## src/rtl/core_dout_tx_if.sv

```systemverilog
// Result-output bus between the SHA-256 core side (fill) and the shared memory writer (burst).
// The slave modport is the transmitter's view; the master modport is the environment's view.
interface core_dout_tx_if;
    logic        in_wr_en;
    logic [31:0] in_din;
    logic        in_ctx_num;
    logic        in_seq_num;
    logic [1:0]  in_full;
    logic        tx_ready;
    logic        dout_en;
    logic [31:0] dout;
    logic        dout_seq_num;
    logic        dout_ctx_num;
    logic        busy;
    logic        err;

    modport slave (
        input  in_wr_en, in_din, in_ctx_num, in_seq_num, tx_ready,
        output in_full, dout_en, dout, dout_seq_num, dout_ctx_num, busy, err
    );

    modport master (
        output in_wr_en, in_din, in_ctx_num, in_seq_num, tx_ready,
        input  in_full, dout_en, dout, dout_seq_num, dout_ctx_num, busy, err
    );
endinterface

```

## src/rtl/core_dout_tx.sv

```systemverilog
// Core-side result transmitter: buffers one N_WORDS result per context (2 slots) and
// streams each full slot to the memory writer as a burst, data one cycle behind enable.
module core_dout_tx #(
    parameter int N_WORDS = 8,
    parameter int CNT_MSB = 2
) (
    input  logic         CLK,
    input  logic         reset,
    core_dout_tx_if.slave bus
);
    typedef logic [CNT_MSB:0] cnt_t;
    typedef enum logic [1:0] {IDLE, SEND, GAP} state_t;

    localparam cnt_t LAST = cnt_t'(N_WORDS - 1);

    state_t      state;
    logic [31:0] mem [2][N_WORDS];
    cnt_t        wr_cnt [2];
    logic [1:0]  full;
    logic [1:0]  seq_lat;
    cnt_t        rd_cnt;
    cnt_t        rd_idx;
    logic        rd_pend;
    logic        slot;
    logic        prio;
    logic        sel;
    logic        en_q;
    logic        seq_q;
    logic        ctx_q;
    logic        err_q;
    logic [31:0] dout_q;

    // prio holds the slot favoured when both are full (the one not sent last).
    always_comb begin
        sel = 1'b0;
        if (full[1])
            sel = full[0] ? prio : 1'b1;
    end

    always_ff @(posedge CLK) begin
        if (bus.in_wr_en && !full[bus.in_ctx_num])
            mem[bus.in_ctx_num][wr_cnt[bus.in_ctx_num]] <= bus.in_din;
    end

    always_ff @(posedge CLK) begin
        if (reset) begin
            state   <= IDLE;
            full    <= '0;
            seq_lat <= '0;
            wr_cnt  <= '{default: '0};
            err_q   <= 1'b0;
            rd_cnt  <= '0;
            rd_idx  <= '0;
            rd_pend <= 1'b0;
            slot    <= 1'b0;
            prio    <= 1'b0;
            en_q    <= 1'b0;
            seq_q   <= 1'b0;
            ctx_q   <= 1'b0;
        end else begin
            if (bus.in_wr_en) begin
                if (full[bus.in_ctx_num]) begin
                    err_q <= 1'b1;
                end else begin
                    if (wr_cnt[bus.in_ctx_num] == '0)
                        seq_lat[bus.in_ctx_num] <= bus.in_seq_num;
                    if (wr_cnt[bus.in_ctx_num] == LAST) begin
                        wr_cnt[bus.in_ctx_num] <= '0;
                        full[bus.in_ctx_num]   <= 1'b1;
                    end else begin
                        wr_cnt[bus.in_ctx_num] <= wr_cnt[bus.in_ctx_num] + 1'b1;
                    end
                end
            end

            en_q    <= 1'b0;
            rd_pend <= 1'b0;
            case (state)
                IDLE: begin
                    if ((|full) && bus.tx_ready) begin
                        slot    <= sel;
                        ctx_q   <= sel;
                        seq_q   <= seq_lat[sel];
                        en_q    <= 1'b1;
                        rd_pend <= 1'b1;
                        rd_idx  <= '0;
                        rd_cnt  <= cnt_t'(1);
                        state   <= SEND;
                    end
                end
                SEND: begin
                    if (bus.tx_ready) begin
                        en_q    <= 1'b1;
                        rd_pend <= 1'b1;
                        rd_idx  <= rd_cnt;
                        rd_cnt  <= rd_cnt + 1'b1;
                        if (rd_cnt == LAST) begin
                            full[slot] <= 1'b0;
                            prio       <= ~slot;
                            state      <= GAP;
                        end
                    end
                end
                GAP:     state <= IDLE;
                default: state <= IDLE;
            endcase
        end
    end

    // slot is stable for the whole burst, including the cycle after the last beat.
    always_ff @(posedge CLK) begin
        if (reset)
            dout_q <= '0;
        else if (rd_pend)
            dout_q <= mem[slot][rd_idx];
    end

    assign bus.in_full      = full;
    assign bus.dout_en      = en_q;
    assign bus.dout         = dout_q;
    assign bus.dout_seq_num = seq_q;
    assign bus.dout_ctx_num = ctx_q;
    assign bus.busy         = (state != IDLE);
    assign bus.err          = err_q;
endmodule
```

## src/flat_wrapper.sv

```systemverilog
// flat-port wrapper written by rule: the top's interface ports become plain ports
module core_dout_tx_flat 
#(
    parameter int N_WORDS = 8,
    parameter int CNT_MSB = 2
)
  (CLK, reset, bus_in_wr_en, bus_in_din, bus_in_ctx_num, bus_in_seq_num, bus_tx_ready, bus_in_full, bus_dout_en, bus_dout, bus_dout_seq_num, bus_dout_ctx_num, bus_busy, bus_err);
  core_dout_tx_if bus_i ();
  input  logic CLK;
  input  logic reset;
  input wire logic [$bits(bus_i.in_wr_en)-1:0] bus_in_wr_en;
  input wire logic [$bits(bus_i.in_din)-1:0] bus_in_din;
  input wire logic [$bits(bus_i.in_ctx_num)-1:0] bus_in_ctx_num;
  input wire logic [$bits(bus_i.in_seq_num)-1:0] bus_in_seq_num;
  input wire logic [$bits(bus_i.tx_ready)-1:0] bus_tx_ready;
  output wire logic [$bits(bus_i.in_full)-1:0] bus_in_full;
  output wire logic [$bits(bus_i.dout_en)-1:0] bus_dout_en;
  output wire logic [$bits(bus_i.dout)-1:0] bus_dout;
  output wire logic [$bits(bus_i.dout_seq_num)-1:0] bus_dout_seq_num;
  output wire logic [$bits(bus_i.dout_ctx_num)-1:0] bus_dout_ctx_num;
  output wire logic [$bits(bus_i.busy)-1:0] bus_busy;
  output wire logic [$bits(bus_i.err)-1:0] bus_err;
  assign bus_i.in_wr_en = bus_in_wr_en;
  assign bus_i.in_din = bus_in_din;
  assign bus_i.in_ctx_num = bus_in_ctx_num;
  assign bus_i.in_seq_num = bus_in_seq_num;
  assign bus_i.tx_ready = bus_tx_ready;
  assign bus_in_full = bus_i.in_full;
  assign bus_dout_en = bus_i.dout_en;
  assign bus_dout = bus_i.dout;
  assign bus_dout_seq_num = bus_i.dout_seq_num;
  assign bus_dout_ctx_num = bus_i.dout_ctx_num;
  assign bus_busy = bus_i.busy;
  assign bus_err = bus_i.err;
  core_dout_tx #(.N_WORDS(N_WORDS), .CNT_MSB(CNT_MSB)) u_core (.CLK(CLK), .reset(reset), .bus(bus_i));
endmodule
```

## config.mk

```make
export PLATFORM = sky130hd
export DESIGN_NAME = core_dout_tx_flat
export DESIGN_NICKNAME = d
export VERILOG_FILES = /design/src/rtl/core_dout_tx_if.sv /design/src/rtl/core_dout_tx.sv /design/src/flat_wrapper.sv
export SDC_FILE = /design/constraint.sdc
export NUM_CORES = 1
export LEC_CHECK = 0
export CELL_PAD_IN_SITES_DETAIL_PLACEMENT = 0
export CELL_PAD_IN_SITES_GLOBAL_PLACEMENT = 1
export CORE_UTILIZATION = 35
export DETAILED_ROUTE_END_ITERATION = 7
export PLACE_DENSITY = 0.65
export SYNTH_ARGS = -nofsm -noshare
export SYNTH_HDL_FRONTEND = slang
export SYNTH_SLANG_ARGS = --single-unit
```

## constraint.sdc

```tcl
create_clock -name CLK -period 5.16 [get_ports CLK]
set_clock_uncertainty 0.15 [all_clocks]
set_input_delay 1.032 -clock CLK [delete_from_list [all_inputs] [get_ports CLK]]
set_output_delay 1.032 -clock CLK [all_outputs]
set_load 0.02 [all_outputs]
```

==> results_tabular.tex <==
\begin{tabular}{lr}
\hline
Metric & Value \\
\hline
\multicolumn{2}{l}{\textbf{Synth}} \\
Warnings from Yosys & 0 \\
Proportion of synthesized chip area in sequential cells & 75.08\% \\
Number of cells produced by synthesis & 1,339 \\
Predominant post-synthesis flop cell & edfxtp\_1 \\
Area of the mapped netlist & 21,970 um2 \\
Average instance area after synthesis & 16.41 um2 \\
Syn\_nets & 1,382 \\
Flip-flop and latch count after synthesis & 568 \\
Number of distinct library cells after synthesis & 36 \\
Proportion of register bits with asynchronous set or reset after synthesis & 0\% \\
EDFF count, synth & 512 \\
\multicolumn{2}{l}{\textbf{Finish}} \\
Storage element area & 16,500 um2 \\
Area growth syn-to-layout & 16.70\% \\
Count of antenna diodes in the layout & 0 \\
Most common cell after layout, fill and taps aside & edfxtp\_1 \\
Highest-count cells in the layout ignoring fill and taps & 512 x edfxtp\_1, 266 x mux2i\_1, 107 x nand2\_1 \\
Final \#Nets & 1,478 \\
Filler Cells Inserted & 5,559 \\
Footprint of the multi-input gates & 5172 um2 \\
Share of layout cells above drive strength 1 & 11.80\% \\
Post-route design area & 25,640 um2 \\
\multicolumn{2}{l}{\textbf{Floorplan}} \\
Standard-cell row count & 91 \\
Area of the placeable core & 61,830 um2 \\
Chip Height & 252.6 um \\
Effective utilization at floorplan & 35.54\% \\
Number of top-level pins & 77 \\
Horiz. Die Dim & 252.6 um \\
Die ar. & 63,780 um2 \\
\multicolumn{2}{l}{\textbf{Placement}} \\
Half-perimeter wire length of the detailed placement result & 31,010 um \\
Weighted congestion at the end of routability-driven global placement & 0.7808 \\
PortBufs & 76 \\
Standard cell area after detailed placement & 23,810 um2 \\
\multicolumn{2}{l}{\textbf{Routing}} \\
Number of DRC violations after detailed-routing iteration 0 & 939 \\
Via count & 11,596 \\
Count of antenna-violating nets left after detailed routing & 0 \\
Routed length per instance & 21.83 um \\
DRC violations left & 0 \\
Final wirelength & 50,640 um \\
Iteration count of the initial detailed-routing pass & 5 \\
Mean number of vias per cell & 4.998 \\
\multicolumn{2}{l}{\textbf{Critical path}} \\
Crit path max-delay family & buffers and inverters \\
Top fanout value on the critical path & 20 \\
Category of the most critical setup path & in -> reg \\
Critical path's largest stage delay & 0.87 ns \\
Cell chain of the critical path & clkdlybuf4s50\_1 -> mux2\_2 -> or2\_1 -> nor2\_4 -> buf\_4 \\
Total buffers and inverters traversed by the critical path & 2 \\
Slowest cell on the critical path & clkdlybuf4s50\_1 \\
Data arrival time at the worst-slack endpoint & 3.54 ns \\
Element type at the critical path start & input pin \\
Required time worst endpoint & 5.27 ns \\
Critical path capture point type & flip-flop \\
\multicolumn{2}{l}{\textbf{Clocking}} \\
Total CTS buffers & 56 \\
Buffers inserted by post-CTS timing repair & 0 \\
Gates resized, CTS repair & 0 \\
\# clock sinks & 568 \\
H-Tree Depth & 2 \\
Root buf cell & clkbuf\_16 \\
Number of buffers inserted by hold repair at cts & 0 \\
Latest clock arrival within the worst-skew pair & 0.61 ns \\
Worst-case clock buffer depth & 3 \\
TritonCTS clock tree & built \\
Register clock-pin slew on the reported worst setup and hold paths & 0.06 ns \\
\multicolumn{2}{l}{\textbf{Status}} \\
Status & complete, no violations \\
\multicolumn{2}{l}{\textbf{Power and ir drop}} \\
Pleak & 7.796 nW \\
Comb pwr share & 2.0\% \\
VDD IR max & 0.2466 mV \\
Internal power component & 7.457 mW \\
Net Sw Frac & 19.68\% \\
Pwr dens & 362.1 nW/um2 \\
Clock group share of total power & 43.5\% \\
Part of the total power dissipated in sequential elements & 54.6\% \\
Net switching power of the design & 1.827 mW \\
\multicolumn{2}{l}{\textbf{Global route}} \\
GRT Util Overall & 15.85\% \\
Largest net degree at the start of global routing & 67 \\
Number of global-route vias before repair & 11,635 \\
Leftover overflow at the end of global routing & 0 \\
First-pass GRT wire length & 74,940 um \\
Antenna violations before repair & 2 \\
\multicolumn{2}{l}{\textbf{Flow run}} \\
Reported max-cap violation count & 0 \\
\multicolumn{2}{l}{\textbf{STA}} \\
Maximum operating frequency & 292.2 MHz \\
Final worst path period share & 66.33\% \\
Endpoints failing hold & 0 \\
Number of setup violations in the final report & 0 \\
Number of pins with negative max-slew slack in the final report & 0 \\
Setup repair after global routing missed its margin & no \\
Worst slew pin tran & 1.147 ns \\
Setup TNS & 0 ns \\
Worst-case headroom to the max-slew limit & 23.53\% \\
Post-route minimum period & 3.423 ns \\
\multicolumn{2}{l}{\textbf{Hold path}} \\
Worst hold path type & reg -> reg \\
\hline
\end{tabular}
==> Yosys cell counts, types with 2 or more instances <==
library cell / count / area, um2
nor2_1: 33 / 123.9
clkbuf_1: 21 / 78.83
a22oi_1: 64 / 480.5
mux2i_1: 266 / 2663
a211oi_1: 3 / 22.52
dfxtp_1: 56 / 1121
buf_4: 23 / 172.7
mux2_2: 2 / 22.52
or2_2: 2 / 12.51
nor3_1: 7 / 35.03
a21oi_1: 43 / 215.2
buf_6: 4 / 45.04
nand2_1: 107 / 401.6
a21oi_2: 30 / 262.8
nor2b_1: 5 / 31.28
or3b_1: 2 / 17.52
buf_1: 3 / 11.26
nand4_1: 5 / 31.28
edfxtp_1: 512 / 15370
nand3_1: 98 / 490.5
nand3b_1: 3 / 22.52
and2_1: 2 / 12.51
inv_1: 7 / 26.28
buf_2: 22 / 110.1
nand2b_1: 4 / 25.02
ha_1: 5 / 62.56
==> power by group through the flow <==
stage               clock network (mW)  logic [mW]  registers [mW]
CTS                               4.12       0.187            5.06
floorplan                            0      0.0521            5.16
detailed placement                   0       0.187            5.16
global placement                     0       0.183            5.16
finish                            4.03       0.185            5.06
global route                      4.26       0.201            5.07
==> state kept, by name, indices dropped and copies added, names as in the netlist, named ones only <==
register / count
u_core.bus.dout: 32
u_core.bus.dout_seq_num: 1
u_core.bus.err: 1
u_core.bus.in_full: 2
u_core.mem: 512
u_core.prio: 1
u_core.rd_cnt: 3
u_core.rd_idx: 3
u_core.rd_pend: 1
u_core.seq_lat: 2
u_core.slot: 1
u_core.state: 2
u_core.wr_cnt: 6
==> layer usage <==
layer | GRT usage (%) | routed length [um] | part of all wire (%) | vias up
met4 | 4.433 | 846 | 1.7 | 0
met1 | 23.03 | 23950 | 47 | 5893
met2 | 24.38 | 23120 | 46 | 292
met3 | 2.719 | 2724 | 5.4 | 62
met5 | 0 | 0 | 0 | -
li1 | - | - | - | 5349
==> worst register-to-register path, cell delays in order, from the launching register on <==
cell and delay [ns]:
dfxtp_1 0.47, and2_2 0.95, buf_4 0.50, a22oi_1 0.20, nand3_1 0.30, nand3_1 0.11
==> stage by stage <==
stage / worst slack [ns] / power (mW) / hold slack, ns / utilization (%) / std cells
final: 1.737 / 9.283 / 0.3043 / 41.47 / 2320
after global routing: 1.573 / 9.529 / 0.3333 / 41.47 / 2320
after CTS: 1.773 / 9.376 / 0.3050 / 41.47 / 2320
after detailed placement: 1.127 / 5.349 / 0.2950 / 38.51 / 2214
after global placement: 1.175 / 5.344 / 0.2918 / 38.51 / 2214
after floorplan: 0.4895 / 5.212 / 0.2863 / - / 1339
==> layout make-up <==
cell class              count  area share [%]
multi-input cells         691           20.17
clock buffers              81           6.270
clock inverters            25          0.8832
inverters                   7          0.1025
flip-flops and latches    568           64.35
repair buffers            111           4.138
well taps                 837           4.084
==> logic make-up (layout without fill, tap and decap cells) <==
logic type | after synthesis | in the layout | synth area share (%)
DFF | 568 | 568 | 75.08
and+or+nand+nor | 272 | 272 | 5.706
adders and majority gates | 5 | 5 | 0.2847
AOI/OAI and AO/OA | 146 | 146 | 4.687
buffers and inverters | 80 | 224 | 2.022
muxes | 268 | 268 | 12.22
==> path summary, 6_finish.rpt <==
path / from / endpoint / slack (ns) / cells past startpoint
setup / recovery: bus_in_ctx_num / u_core.mem[0][190]$_DFFE_PP_ / 1.74 / 5
hold / removal: u_core.prio$_SDFFE_PP0P_ / u_core.prio$_SDFFE_PP0P_ / 0.30 / 2
setup reg to reg: u_core.rd_idx[1]$_SDFFE_PP0P_ / u_core.bus.dout[12]$_SDFFE_PP0P_ / 2.38 / 5
hold reg to reg: u_core.prio$_SDFFE_PP0P_ / u_core.prio$_SDFFE_PP0P_ / 0.30 / 2
(Power assumes the default switching activity.)
